### src/rtl/shifter_pkg.sv
// Shared definitions for the pipelined barrel shifter: shift mode encoding.
package shifter_pkg;

  typedef enum logic [1:0] {
    SH_SLL = 2'b00,
    SH_SRL = 2'b01,
    SH_SRA = 2'b10,
    SH_ROR = 2'b11
  } shift_mode_t;

endpackage

### src/rtl/shift_level.sv
// One combinational barrel-shifter level: shifts by DIST when en_i is set.
module shift_level
  import shifter_pkg::*;
#(
  parameter int unsigned WIDTH = 32,
  parameter int unsigned DIST  = 1
) (
  input  logic [WIDTH-1:0] data_i,
  input  logic             en_i,
  input  shift_mode_t      mode_i,
  input  logic             fill_i,
  output logic [WIDTH-1:0] data_o
);

  always_comb begin
    data_o = data_i;
    if (en_i) begin
      unique case (mode_i)
        SH_SLL:  data_o = {data_i[WIDTH-DIST-1:0], {DIST{1'b0}}};
        SH_SRL:  data_o = {{DIST{1'b0}}, data_i[WIDTH-1:DIST]};
        // fill_i is the operand sign captured at the input, not this level's MSB
        SH_SRA:  data_o = {{DIST{fill_i}}, data_i[WIDTH-1:DIST]};
        SH_ROR:  data_o = {data_i[DIST-1:0], data_i[WIDTH-1:DIST]};
        default: data_o = data_i;
      endcase
    end
  end

endmodule

### src/rtl/pipelined_barrel_shifter.sv
// Pipelined SLL/SRL/SRA/ROR barrel shifter with valid/ready handshake, flush and
// tag pass-through. Stage registers follow the levels selected by PIPE_MASK.
module pipelined_barrel_shifter
  import shifter_pkg::*;
#(
  parameter int unsigned              WIDTH     = 32,
  parameter int unsigned              TAG_W     = 5,
  parameter logic [$clog2(WIDTH)-1:0] PIPE_MASK = 5'b00100
) (
  input  logic                     clk,
  input  logic                     rst_n,
  input  logic                     flush,
  input  logic                     in_valid,
  output logic                     in_ready,
  input  logic [WIDTH-1:0]         in_data,
  input  logic [$clog2(WIDTH)-1:0] in_shamt,
  input  logic [1:0]               in_mode,
  input  logic [TAG_W-1:0]         in_tag,
  output logic                     out_valid,
  input  logic                     out_ready,
  output logic [WIDTH-1:0]         out_data,
  output logic [TAG_W-1:0]         out_tag
);

  localparam int unsigned SHAMT_W = $clog2(WIDTH);

  if (WIDTH < 4 || (WIDTH & (WIDTH - 1)) != 0) begin : g_bad_width
    $error("pipelined_barrel_shifter: WIDTH must be a power of two and at least 4");
  end

  typedef struct packed {
    logic               valid;
    logic [WIDTH-1:0]   data;
    logic [SHAMT_W-1:0] shamt;
    shift_mode_t        mode;
    logic               fill;
    logic [TAG_W-1:0]   tag;
  } beat_t;

  beat_t in_beat;
  beat_t last_beat;
  logic  stg_vld [SHAMT_W];
  logic  adv     [SHAMT_W];
  logic  adv_last;

  logic             out_valid_d, out_valid_q;
  logic [WIDTH-1:0] out_data_d, out_data_q;
  logic [TAG_W-1:0] out_tag_d, out_tag_q;

  assign in_beat = '{
    valid: in_valid,
    data:  in_data,
    shamt: in_shamt,
    mode:  shift_mode_t'(in_mode),
    fill:  in_data[WIDTH-1],
    tag:   in_tag
  };

  // Ready chain: walk back from the output register; each present stage passes
  // ready upstream when it is empty or its successor advances.
  assign adv_last = !out_valid_q || out_ready;

  always_comb begin
    logic rdy;
    rdy = adv_last;
    for (int i = SHAMT_W - 1; i >= 0; i--) begin
      if (PIPE_MASK[i]) begin
        rdy = !stg_vld[i] || rdy;
      end
      adv[i] = rdy;
    end
  end

  assign in_ready = adv[0];

  for (genvar i = 0; i < SHAMT_W; i++) begin : g_lvl
    beat_t            lvl_in;
    beat_t            lvl_out;
    beat_t            lvl_next;
    logic [WIDTH-1:0] sh_data;

    if (i == 0) begin : g_first
      assign lvl_in = in_beat;
    end else begin : g_chain
      assign lvl_in = g_lvl[i-1].lvl_next;
    end

    shift_level #(
      .WIDTH (WIDTH),
      .DIST  (2 ** i)
    ) u_level (
      .data_i (lvl_in.data),
      .en_i   (lvl_in.shamt[i]),
      .mode_i (lvl_in.mode),
      .fill_i (lvl_in.fill),
      .data_o (sh_data)
    );

    always_comb begin
      lvl_out      = lvl_in;
      lvl_out.data = sh_data;
    end

    if (PIPE_MASK[i]) begin : g_reg
      beat_t stg_d, stg_q;

      always_comb begin
        stg_d = stg_q;
        if (flush) begin
          stg_d.valid = 1'b0;
        end else if (adv[i]) begin
          stg_d.valid = lvl_out.valid;
          if (lvl_out.valid) begin
            stg_d = lvl_out;
          end
        end
      end

      always_ff @(posedge clk or negedge rst_n) begin
        if (!rst_n) begin
          stg_q <= '0;
        end else begin
          stg_q <= stg_d;
        end
      end

      assign lvl_next   = stg_q;
      assign stg_vld[i] = stg_q.valid;
    end else begin : g_comb
      assign lvl_next   = lvl_out;
      assign stg_vld[i] = 1'b0;
    end
  end

  assign last_beat = g_lvl[SHAMT_W-1].lvl_next;

  // Shift control fields are fully consumed by the last level.
  logic unused_last;
  assign unused_last = ^{last_beat.shamt, last_beat.mode, last_beat.fill};

  always_comb begin
    out_valid_d = out_valid_q;
    out_data_d  = out_data_q;
    out_tag_d   = out_tag_q;
    if (flush) begin
      out_valid_d = 1'b0;
    end else if (adv_last) begin
      out_valid_d = last_beat.valid;
      if (last_beat.valid) begin
        out_data_d = last_beat.data;
        out_tag_d  = last_beat.tag;
      end
    end
  end

  always_ff @(posedge clk or negedge rst_n) begin
    if (!rst_n) begin
      out_valid_q <= 1'b0;
      out_data_q  <= '0;
      out_tag_q   <= '0;
    end else begin
      out_valid_q <= out_valid_d;
      out_data_q  <= out_data_d;
      out_tag_q   <= out_tag_d;
    end
  end

  assign out_valid = out_valid_q;
  assign out_data  = out_data_q;
  assign out_tag   = out_tag_q;

endmodule

### config.mk
export PLATFORM = sky130hd
export DESIGN_NAME = pipelined_barrel_shifter
export DESIGN_NICKNAME = d
export VERILOG_FILES = /design/src/rtl/shifter_pkg.sv /design/src/rtl/shift_level.sv /design/src/rtl/pipelined_barrel_shifter.sv
export SDC_FILE = /design/constraint.sdc
export NUM_CORES = 1
export LEC_CHECK = 0
export CAP_MARGIN = 10
export CORE_AREA = 2 2 156 158
export CTS_CLUSTER_SIZE = 30
export DETAILED_ROUTE_END_ITERATION = 16
export DIE_AREA = 0 0 158 160
export PLACE_DENSITY = 0.55
export RECOVER_POWER = 25
export SYNTH_ARGS = -nofsm -noshare
export SYNTH_HDL_FRONTEND = slang
export SYNTH_SLANG_ARGS = --single-unit
### constraint.sdc
create_clock -name clk -period 2.46 [get_ports clk]
set_input_delay 0.615 -clock clk [delete_from_list [all_inputs] [get_ports clk]]
set_output_delay 0.615 -clock clk [all_outputs]
set_load 0.02 [all_outputs]
==> flow_metrics.env <==
export IMPL_setup_viol_count_final=0
export IMPL_syn_num_nets=1001
export IMPL_synthCells=952
export IMPL_grt_pass1_vias=7369
export IMPL_dpl_cell_area_sq_um=9150
export IMPL_p_leak_nw=3.98
export IMPL_synth_distinct_cells=76
export IMPL_drc=0
export IMPL_worstPathArrival_ns=2.68
export IMPL_clk_pin_slew_worst_paths_ns=0.06
export IMPL_synth_flop_cell="dfrtp_1"
export IMPL_worstMarginPinSlew_ns=1.92
export IMPL_n_antenna_cell=0
export IMPL_synth_edf_count=0
export IMPL_maxCapViolations=1
export IMPL_cts_num_sinks=81
export IMPL_root_buffer="clkbuf_16"
export IMPL_drt_total_wl_um=28000
export IMPL_dp_cells=1434
export IMPL_cts_tree="built"
export IMPL_fmax_mhz=413
export IMPL_htreeDepth=3
export IMPL_yosysWarnings=0
export IMPL_antenna_left=0
export IMPL_pre_cts_slack_ns=-0.342
export IMPL_whs_path_depth=2
export IMPL_relSlewSlack=-0.280
export IMPL_wire_per_inst_um=19.3
export IMPL_instances_no_fill=1450
export IMPL_hold_ws_ns=0.472
export IMPL_cp_max_fo=18
export IMPL_place_congestion=0.964
export IMPL_worstSetupPathType="in -> reg"
export IMPL_slew_violations=36
export IMPL_hold_path_class="reg -> reg"
export IMPL_final_cell_mix="192 x nand2_1, 154 x buf_4, 88 x nor2_1"
export IMPL_ys_seq_area_frac=0.290
export IMPL_layout_commonest_cell="nand2_1"
export IMPL_violations="capacitance limit, slew limit"
export IMPL_vdd_drop_max_mv=0.308
export IMPL_worstSetupEndpointType="flop"
export IMPL_drive_gt1_frac=0.191
export IMPL_fin_nets=1170
export IMPL_groute_usage_overall=0.220
export IMPL_fillers=2566
export IMPL_cts_buffers=9
export IMPL_antenna_found_initial=0
export IMPL_dp_hpwl_um=21900
export IMPL_p_per_area_nw_per_um2=584
export IMPL_start_util=0.293
export IMPL_avgSynthCellArea_sq_um=7.33
export IMPL_syn_area_sq_um=6980
export IMPL_die_h_um=160
export IMPL_ios=88
export IMPL_crit_required_ns=2.72
export IMPL_finalCriticalPeriod_ns=2.42
export IMPL_r2r_setup_slack_ns=0.56
export IMPL_clk_path_buf_depth=2
export IMPL_drt_iter0_drc=690
export IMPL_firstDrtPassIters=5
export IMPL_clk_latency_ns=0.35
export IMPL_layout_setup_ws_ns=0.0399
export IMPL_die_x_um=158
export IMPL_portBuffers=87
export IMPL_grt_overflow=0
export IMPL_clock_skew_ns=0.00585
export IMPL_finalHoldViolCount=0
export IMPL_finish_instance_area_sq_um=9450
export IMPL_start_kind="input port"
export IMPL_grt_first_pass_wirelength_um=43400
export IMPL_async_flop_share=1.00
export IMPL_rsz0062_at_grt="true"
export IMPL_fin_crit_sh=0.984
export IMPL_ys_ff_latch=81
export IMPL_status="finished, violations left"
export IMPL_vias_per_cell=5.57
export IMPL_setup_tns_ns=0
export IMPL_areaGrowthSynthToFinish_pct=35.4
export IMPL_rr_worst_depth=6
export IMPL_num_rows=57
export IMPL_core_area_sq_um=23800
export IMPL_via_count=8070
export IMPL_die_area_sq_um=25300
export IMPL_grt_max_degree=70
==> critical path: stages <==
cell and delay, ns:
clkdlybuf4s50_1 0.49, buf_4 0.24, or3b_2 0.49, buf_4 0.16
a311oi_1 0.29, o21ai_1 0.19, a31oi_1 0.20
==> registers in the layout, indices dropped and copies added, names as in the netlist <==
name,cells
out_tag,5
out_valid,1
g_lvl.g_reg.stg_q,43
out_data,32
==> Yosys cell counts (4+ instances only) <==
library cell | instances | area [sq um]
o21a_1 | 4 | 30.0
a22oi_1 | 5 | 37.5
a311oi_1 | 19 | 166
buf_1 | 7 | 26.3
a211oi_1 | 7 | 52.6
buf_4 | 4 | 30.0
o221ai_1 | 5 | 43.8
a211o_1 | 6 | 52.6
o21ai_0 | 62 | 310
a2111oi_0 | 4 | 35.0
a31oi_1 | 35 | 219
nand3_1 | 31 | 155
nor2_1 | 89 | 334
o31ai_1 | 9 | 67.6
nor2b_1 | 11 | 68.8
nand2_1 | 192 | 721
clkbuf_1 | 40 | 150
inv_1 | 5 | 18.8
or3b_1 | 6 | 52.6
o21ai_1 | 4 | 20.0
a221oi_1 | 16 | 140
nand2b_1 | 28 | 175
o211ai_1 | 20 | 150
buf_2 | 35 | 175
a21oi_1 | 75 | 375
mux2_2 | 4 | 45.0
and2_1 | 7 | 43.8
buf_6 | 5 | 56.3
and3_1 | 5 | 31.3
nor3_1 | 6 | 30.0
o22a_1 | 5 | 43.8
mux2i_1 | 27 | 270
a21boi_0 | 4 | 30.0
a2bb2oi_1 | 9 | 78.8
or3b_2 | 7 | 61.3
a221o_1 | 10 | 100
dfrtp_1 | 81 | 2030
==> kinds of logic after synthesis <==
family | Yosys count | share of synthesized area
and+or+nand+nor | 403 | 0.263
AOI/OAI and AO/OA | 340 | 0.336
buffers and inverters | 97 | 0.0660
DFF | 81 | 0.290
muxes | 31 | 0.0452
==> metal layers <==
metal,GRT usage,vias up,share of wire
met5,0,-,0
met3,0.0309,41,0.072
met1,0.336,3778,0.47
met2,0.317,397,0.43
li1,-,3854,-
met4,0.0672,0,0.026
==> through the flow <==
stage,utilization,power (mW)
floorplan,-,3.17
global placement,0.384,4.28
detailed placement,0.384,4.30
CTS,0.395,5.52
global route,0.397,5.86
finish,0.397,5.52
==> timing repair <==
action,4_1_cts,5_1_grt
hold buffers,0,0
setup buffers,0,0
endpoints found under the setup margin,2,9
resized for setup,2,11
pin swaps,0,3
==> final cells by class <==
class | instances | area [sq um] | share of cell area
repair buffers | 249 | 2180 | 0.230
clock inverters | 6 | 35.0 | 0.00371
flip-flops and latches | 81 | 2030 | 0.215
inverters | 6 | 22.5 | 0.00238
multi-input cells | 774 | 4550 | 0.482
clock buffers | 10 | 229 | 0.0242
well taps | 324 | 405 | 0.0429
==> final timing paths <==
kind | startpoint | to
worst max-delay path | in_mode[0] | g_lvl[2].g_reg.stg_q[39]$_DFFE_PN0P_
worst min-delay path | out_tag[1]$_DFFE_PN0P_ | out_tag[1]$_DFFE_PN0P_
worst max register to register | g_lvl[2].g_reg.stg_q[6]$_DFFE_PN0P_ | out_data[12]$_DFFE_PN0P_
worst min register to register | out_tag[1]$_DFFE_PN0P_ | out_tag[1]$_DFFE_PN0P_
max in group asynchronous | rst_n | g_lvl[2].g_reg.stg_q[29]$_DFFE_PN0P_
min in group asynchronous | rst_n | out_tag[1]$_DFFE_PN0P_
==> power breakdown <==
group          leakage, nW  internal, mW  total, mW  switching [mW]
Clock                0.128         0.675       1.21           0.535
Combinational         2.87          1.08       2.40            1.32
Sequential           0.984          1.61       1.91           0.292
No activity file was read; power rests on OpenSTA's default activity.
==> RTL change 1 (same flow settings) <==
`TAG_W`: 5 -> 10.
--- a/src/rtl/pipelined_barrel_shifter.sv
+++ b/src/rtl/pipelined_barrel_shifter.sv
@@ -6,3 +6,3 @@
   parameter int unsigned              WIDTH     = 32,
-  parameter int unsigned              TAG_W     = 5,
+  parameter int unsigned              TAG_W     = 10,
   parameter logic [$clog2(WIDTH)-1:0] PIPE_MASK = 5'b00100
Ports: changed (resized in_tag and out_tag); port bits go from 88 to 98. The function was not compared with the original's and may differ.
==> RTL change 1 against the unedited design <==
Synthesized area is 7.7% higher. Final area is 6.9% higher. Setup slack better by 71 ps. Total power is 15% higher. Routed wire length is 5.6% higher. Combinational power is 10% higher. Synthesized cell count is 2.3% higher. Sequential cell count is 10 higher. Non-clock buffer count is 13 higher. Critical path type unchanged. Largest cell class unchanged. Largest power group unchanged. Highest routed layer unchanged.
==> RTL change 1: results (changes against the unedited design) <==
* VDD IR max at 335 µV (+9.0%)
* Placed Area at 9760 µm² (+6.8%)
* Top post-synthesis cells by count: 192 x nand2_1, 91 x dfrtp_1, 86 x nor2_1
* Worst-margin pin slew at 1050 ps (-869 ps)
* Crit-path slowest cell: mux4_2
* Worst setup margin at 111 ps (+70.8 ps)
* Global-route wire length before repair at 46,200 µm (+6.3%)
* DP Wirelength at 22,900 µm (+4.6%)
* Routability congestion estimate at 0.928 (-3.8%)
* Share of layout cells above drive strength 1 at 0.201 (+0.0101)
* Post-Syn Instances at 974 (+2.3%)
* Post-route cell area at 10,100 µm² (+6.9%)
* Signal buffers share of area at 0.230 (-0.000739)
* Critical path destination: g_lvl[2].g_reg.stg_q[28]$_DFFE_PN0P_
* Multi-input combinational cell count at 777 (+0.39%)
* Depth of the worst register-to-register path at 5 (-1)
* Dpl ws at -294 ps (+48.2 ps)
* Number of distinct library cells after synthesis at 73 (-3.9%)
* Dpl cells at 1,462 (+2.0%)
* Power after layout at 6.35 mW (+15%)
* Worst r2r src: g_lvl[2].g_reg.stg_q[50]$_DFFE_PN0P_
* Hold Slack at 449 ps (-23.1 ps)
* Clk_lat worst skew at 350 ps (about the same)
* Max reg flops at 48 (+12%)
* Synth Area in Compound Gates at 0.306 (-0.0298)
* Routed vias at 8,266 (+2.4%)
* Critical path arrival at 2580 ps (-100 ps)
* Detailed-route wire length per cell at 20.0 µm (+3.6%)
* Pin count of the biggest net entering global routing at 45 (-36%)
* Status: finished clean
* Register area share after synthesis at 0.303 (+0.0126)
* Initial DRC count at 806 (+17%)
* CP Launch Point: in_mode[1]
* Post-synthesis mux area share at 0.0942 (+0.0490)
* Multi-input gate area at 4730 µm² (+3.8%)
* LEAKAGE at 4.27 nW (+7.3%)
* 1st-pass router iterations at 6 (+1)
* FILL cells at 2,467 (-3.9%)
* Min-delay worst type: primary input to asynchronous set/reset pin
* Signal buffers at 262 (+5.2%)
* Sink Count at 91 (+12%)
* Post-Route WL at 29,500 µm (+5.6%)
* Reg2reg end: g_lvl[2].g_reg.stg_q[40]$_DFFE_PN0P_
* R2r setup slk at 480 ps (-80 ps)
* Post-synth top flop: dfrtp_1
* Crit path max fanout at 21 (+3)
* Seq area share at 0.226 (+0.0109)
* Clock buf/inv share at 0.0338 (+0.00588)
* Layout clock buffers at 9 (-1)
* Layout Nets at 1,203 (+2.8%)
* YS warnings at 0 (unchanged)
* GRT Total Usage at 0.234 (+0.0138)
* CTS-repair resized insts at 1 (-1)
* Clock Skew at 12.0 ps (+6.19 ps)
* Non-clock inverter count at 8 (+2)
* Synth area leaders: dfrtp_1 30%, nand2_1 9.6%, a21oi_1 4.7%
* CP max stage delay at 460 ps (-30 ps)
* Total nets after synthesis at 1,028 (+2.7%)
* Vias in the first global route at 7,779 (+5.6%)
* IO buf count at 97 (+11%)
-- RTL change 1: cell types whose count changed after synthesis, moves of 6 or more --
| cell | change |
|---|---|
| a32oi_1 | +8 |
| a31oi_1 | +11 |
| mux2_2 | +13 |
| o211ai_1 | -12 |
| or3b_2 | -7 |
| a211oi_1 | +10 |
| dfrtp_1 | +10 |
| o21ai_0 | -6 |
| mux4_2 | +8 |
-- RTL change 1: metal layers --
metal,share of wire,GRT usage
met1,0.46,0.340
met2,0.45,0.361
met3,0.071,0.0250
met4,0.025,0.0762
met5,0,0
-- RTL change 1: where the power goes --
part | switching (mW) | internal, mW | total [mW]
registers | 0.314 | 1.82 | 2.14
logic | 1.43 | 1.21 | 2.64
clock network | 0.590 | 0.991 | 1.58
-- RTL change 1: kinds of logic (layout without fill, tap and decap cells) --
kind of cell,after synthesis,in the layout
AOI/OAI and AO/OA,337,337
buffers and inverters,106,286
DFF,91,91
muxes,57,57
and+or+nand+nor,383,383
==> RTL change 2 (same settings) <==
Made on the original files. Take the reset off `out_data_q` and `out_tag_q` and load them in a clocked block of their own.
--- a/src/rtl/pipelined_barrel_shifter.sv
+++ b/src/rtl/pipelined_barrel_shifter.sv
@@ -158,9 +158,10 @@
       out_valid_q <= 1'b0;
-      out_data_q  <= '0;
-      out_tag_q   <= '0;
     end else begin
       out_valid_q <= out_valid_d;
-      out_data_q  <= out_data_d;
-      out_tag_q   <= out_tag_d;
     end
+  end
+
+  always_ff @(posedge clk) begin
+    out_data_q <= out_data_d;
+    out_tag_q  <= out_tag_d;
   end
Check against the original RTL: differs if rst_n is asserted again (counterexample within 4 cycles, from zero or initial values and one cycle with rst_n low); with rst_n held inactive, the same outputs for 4 cycles.
==> RTL change 2 against the unedited design <==
Via count shrank 5.3%. Final area about the same. Setup slack improved by 120 ps. Total power shrank 12%. Synthesized area up 0.75%. Sequential share of layout area grew 2.0 points. Global-route usage is 0.26 points lower. Clock skew is 2.3 ps higher. Routed wire length is 2.6% lower. Sequential cell count unchanged. Critical path depth shrank 3. Largest cell class unchanged. Largest power group unchanged.
==> RTL change 2: results (changes against the unedited design) <==
* Total nets after synthesis at 914 (-8.7%)
* Depth of the worst register-to-register path at 5 (-1)
* Async S/R FF share, synth at 0.543 (-0.457)
* Placed Area at 9190 µm² (+0.45%)
* Synth area leaders: edfxtp_1 16%, dfrtp_1 16%, nand2_1 6.5%
* Global-route wire length before repair at 43,000 µm (-1.1%)
* Clock Skew at 8.15 ps (+2.29 ps)
* Vias in the first global route at 7,051 (-4.3%)
* Post-synthesis mux area share at 0.117 (+0.0714)
* DP Wirelength at 21,300 µm (-3.0%)
* 1st-pass router iterations at 6 (+1)
* Hold Path End: out_tag[1]$_DFFE_PP_
* Number of distinct library cells after synthesis at 72 (-5.3%)
* Routability congestion estimate at 0.936 (-2.9%)
* CTS Hold Bufs at 0 (unchanged)
* Share of layout cells above drive strength 1 at 0.212 (+0.0207)
* WHS Path Cells at 0 (-2)
* Synth Area in Compound Gates at 0.302 (-0.0338)
* Hold Slack at 447 ps (-25.1 ps)
* VDD IR max at 432 µV (+40%)
* Detailed-route wire length per cell at 20.0 µm (+3.9%)
* Critical path arrival at 1680 ps (-1000 ps)
* Met1 Use GR at 0.325 (-0.0110)
* Register area share after synthesis at 0.315 (+0.0242)
* LEAKAGE at 3.69 nW (-7.3%)
* GR Layer Usage met3 at 0.0282 (-0.00271)
* Status: finished clean
* Pin count of the biggest net entering global routing at 56 (-20%)
* R2r setup slk at 550 ps
* Clk_lat worst skew at 330 ps (-20 ps)
* Reg2reg end: out_data[18]$_DFFE_PP_
* Max transition margin at 0.0813 (+0.361)
* Clk pin slew, worst setup/hold paths at 60 ps (about the same)
* Layout Nets at 1,079 (-7.8%)
* Vias per cell at 5.62 (+1.0%)
* Post-Synth XOR/XNOR Area at 0.00125 (+0.00125)
* ANT cells at 0 (unchanged)
* Grt met2 use at 0.335 (+0.0186)
* Post-synth EDFFs at 37 (+37)
* GRT Total Usage at 0.217 (-0.00260)
* Top post-synthesis cells by count: 121 x nand2_1, 81 x nor2_1, 79 x o21ai_0
* Initial DRC count at 822 (+19%)
* Crit path max fanout at 2 (-16)
[RTL change 2: cell types whose count changed in the layout (fill, tap and decap cells not counted), sizes merged, moves of 14 or more]
cell,change
nand2,-72
a21oi,-24
dfrtp,-37
edfxtp,+37
o21ai,+17
mux2,+17
nand3,-19
o22ai,+14
[RTL change 2: where the power goes]
part | switching, mW | internal [mW]
clock network | 0.539 | 0.682
registers | 0.190 | 1.61
logic | 0.997 | 0.827
total | 1.73 | 3.12
[RTL change 2: worst max-delay path: stages]
cell             delay (ps)
clkdlybuf4s50_1         470
and3b_1                 190
inv_1                    70
dlygate4sd2_1           330
[RTL change 2: how the worst max path moves through the flow]
stage          startpoint                              endpoint  slack [ps]  cells past startpoint
3_5_place_dp   in_mode[0]  g_lvl[2].g_reg.stg_q[37]$_DFFE_PN0P_        -300                      8
5_1_grt         out_ready                              in_ready         100                      4
2_1_floorplan   out_ready                 out_data[0]$_DFFE_PP_         370                      2
6_report        out_ready                              in_ready         160                      4
3_3_place_gp   in_mode[1]  g_lvl[2].g_reg.stg_q[37]$_DFFE_PN0P_        -320                      8
4_1_cts        in_mode[1]  g_lvl[2].g_reg.stg_q[37]$_DFFE_PN0P_          50                      8
[RTL change 2: cell type report]
class                           count  area (µm²)
Clock inverter                      7        45.0
Timing Repair Buffer              243        2180
Sequential cell                    81        2210
Fill cell                        2473       14400
Clock buffer                        9         225
Multi-Input combinational cell    679        4330
Tap cell                          324         405
Inverter                           16        60.1
[RTL change 2: metrics by stage]
step / instances / total power [mW] / TNS [ps] / worst slack [ps]
2_1_floorplan: 865 / 2.83 / 0 / 372
3_3_place_gp: 1343 / 3.62 / -5880 / -319
3_5_place_dp: 1343 / 3.63 / -5750 / -296
4_1_cts: 1359 / 4.86 / 0 / 54.3
5_1_grt: 1359 / 5.12 / 0 / 95.1
6_report: 1359 / 4.85 / 0 / 164
[RTL change 2: routing by layer]
layer,up-vias,wire (µm)
li1,3602,-
met1,3595,12300
met2,404,12200
met3,39,2320
met4,0,438
met5,-,0
[RTL change 2: logic make-up after synthesis]
| family | count (synthesis) |
|---|---|
| buffers and inverters | 105 |
| muxes | 68 |
| DFF | 81 |
| AOI/OAI and AO/OA | 318 |
| xor gates and xnor gates | 1 |
| and+or+nand+nor | 292 |
[RTL change 2: timing repair]
| action | 4_1_cts | 5_1_grt |
|---|---|---|
| setup endpoints to repair | 1 | 7 |
| pin swaps | 0 | 1 |
| resized for setup | 1 | 2 |
| endpoints found under the hold margin | 0 | 0 |
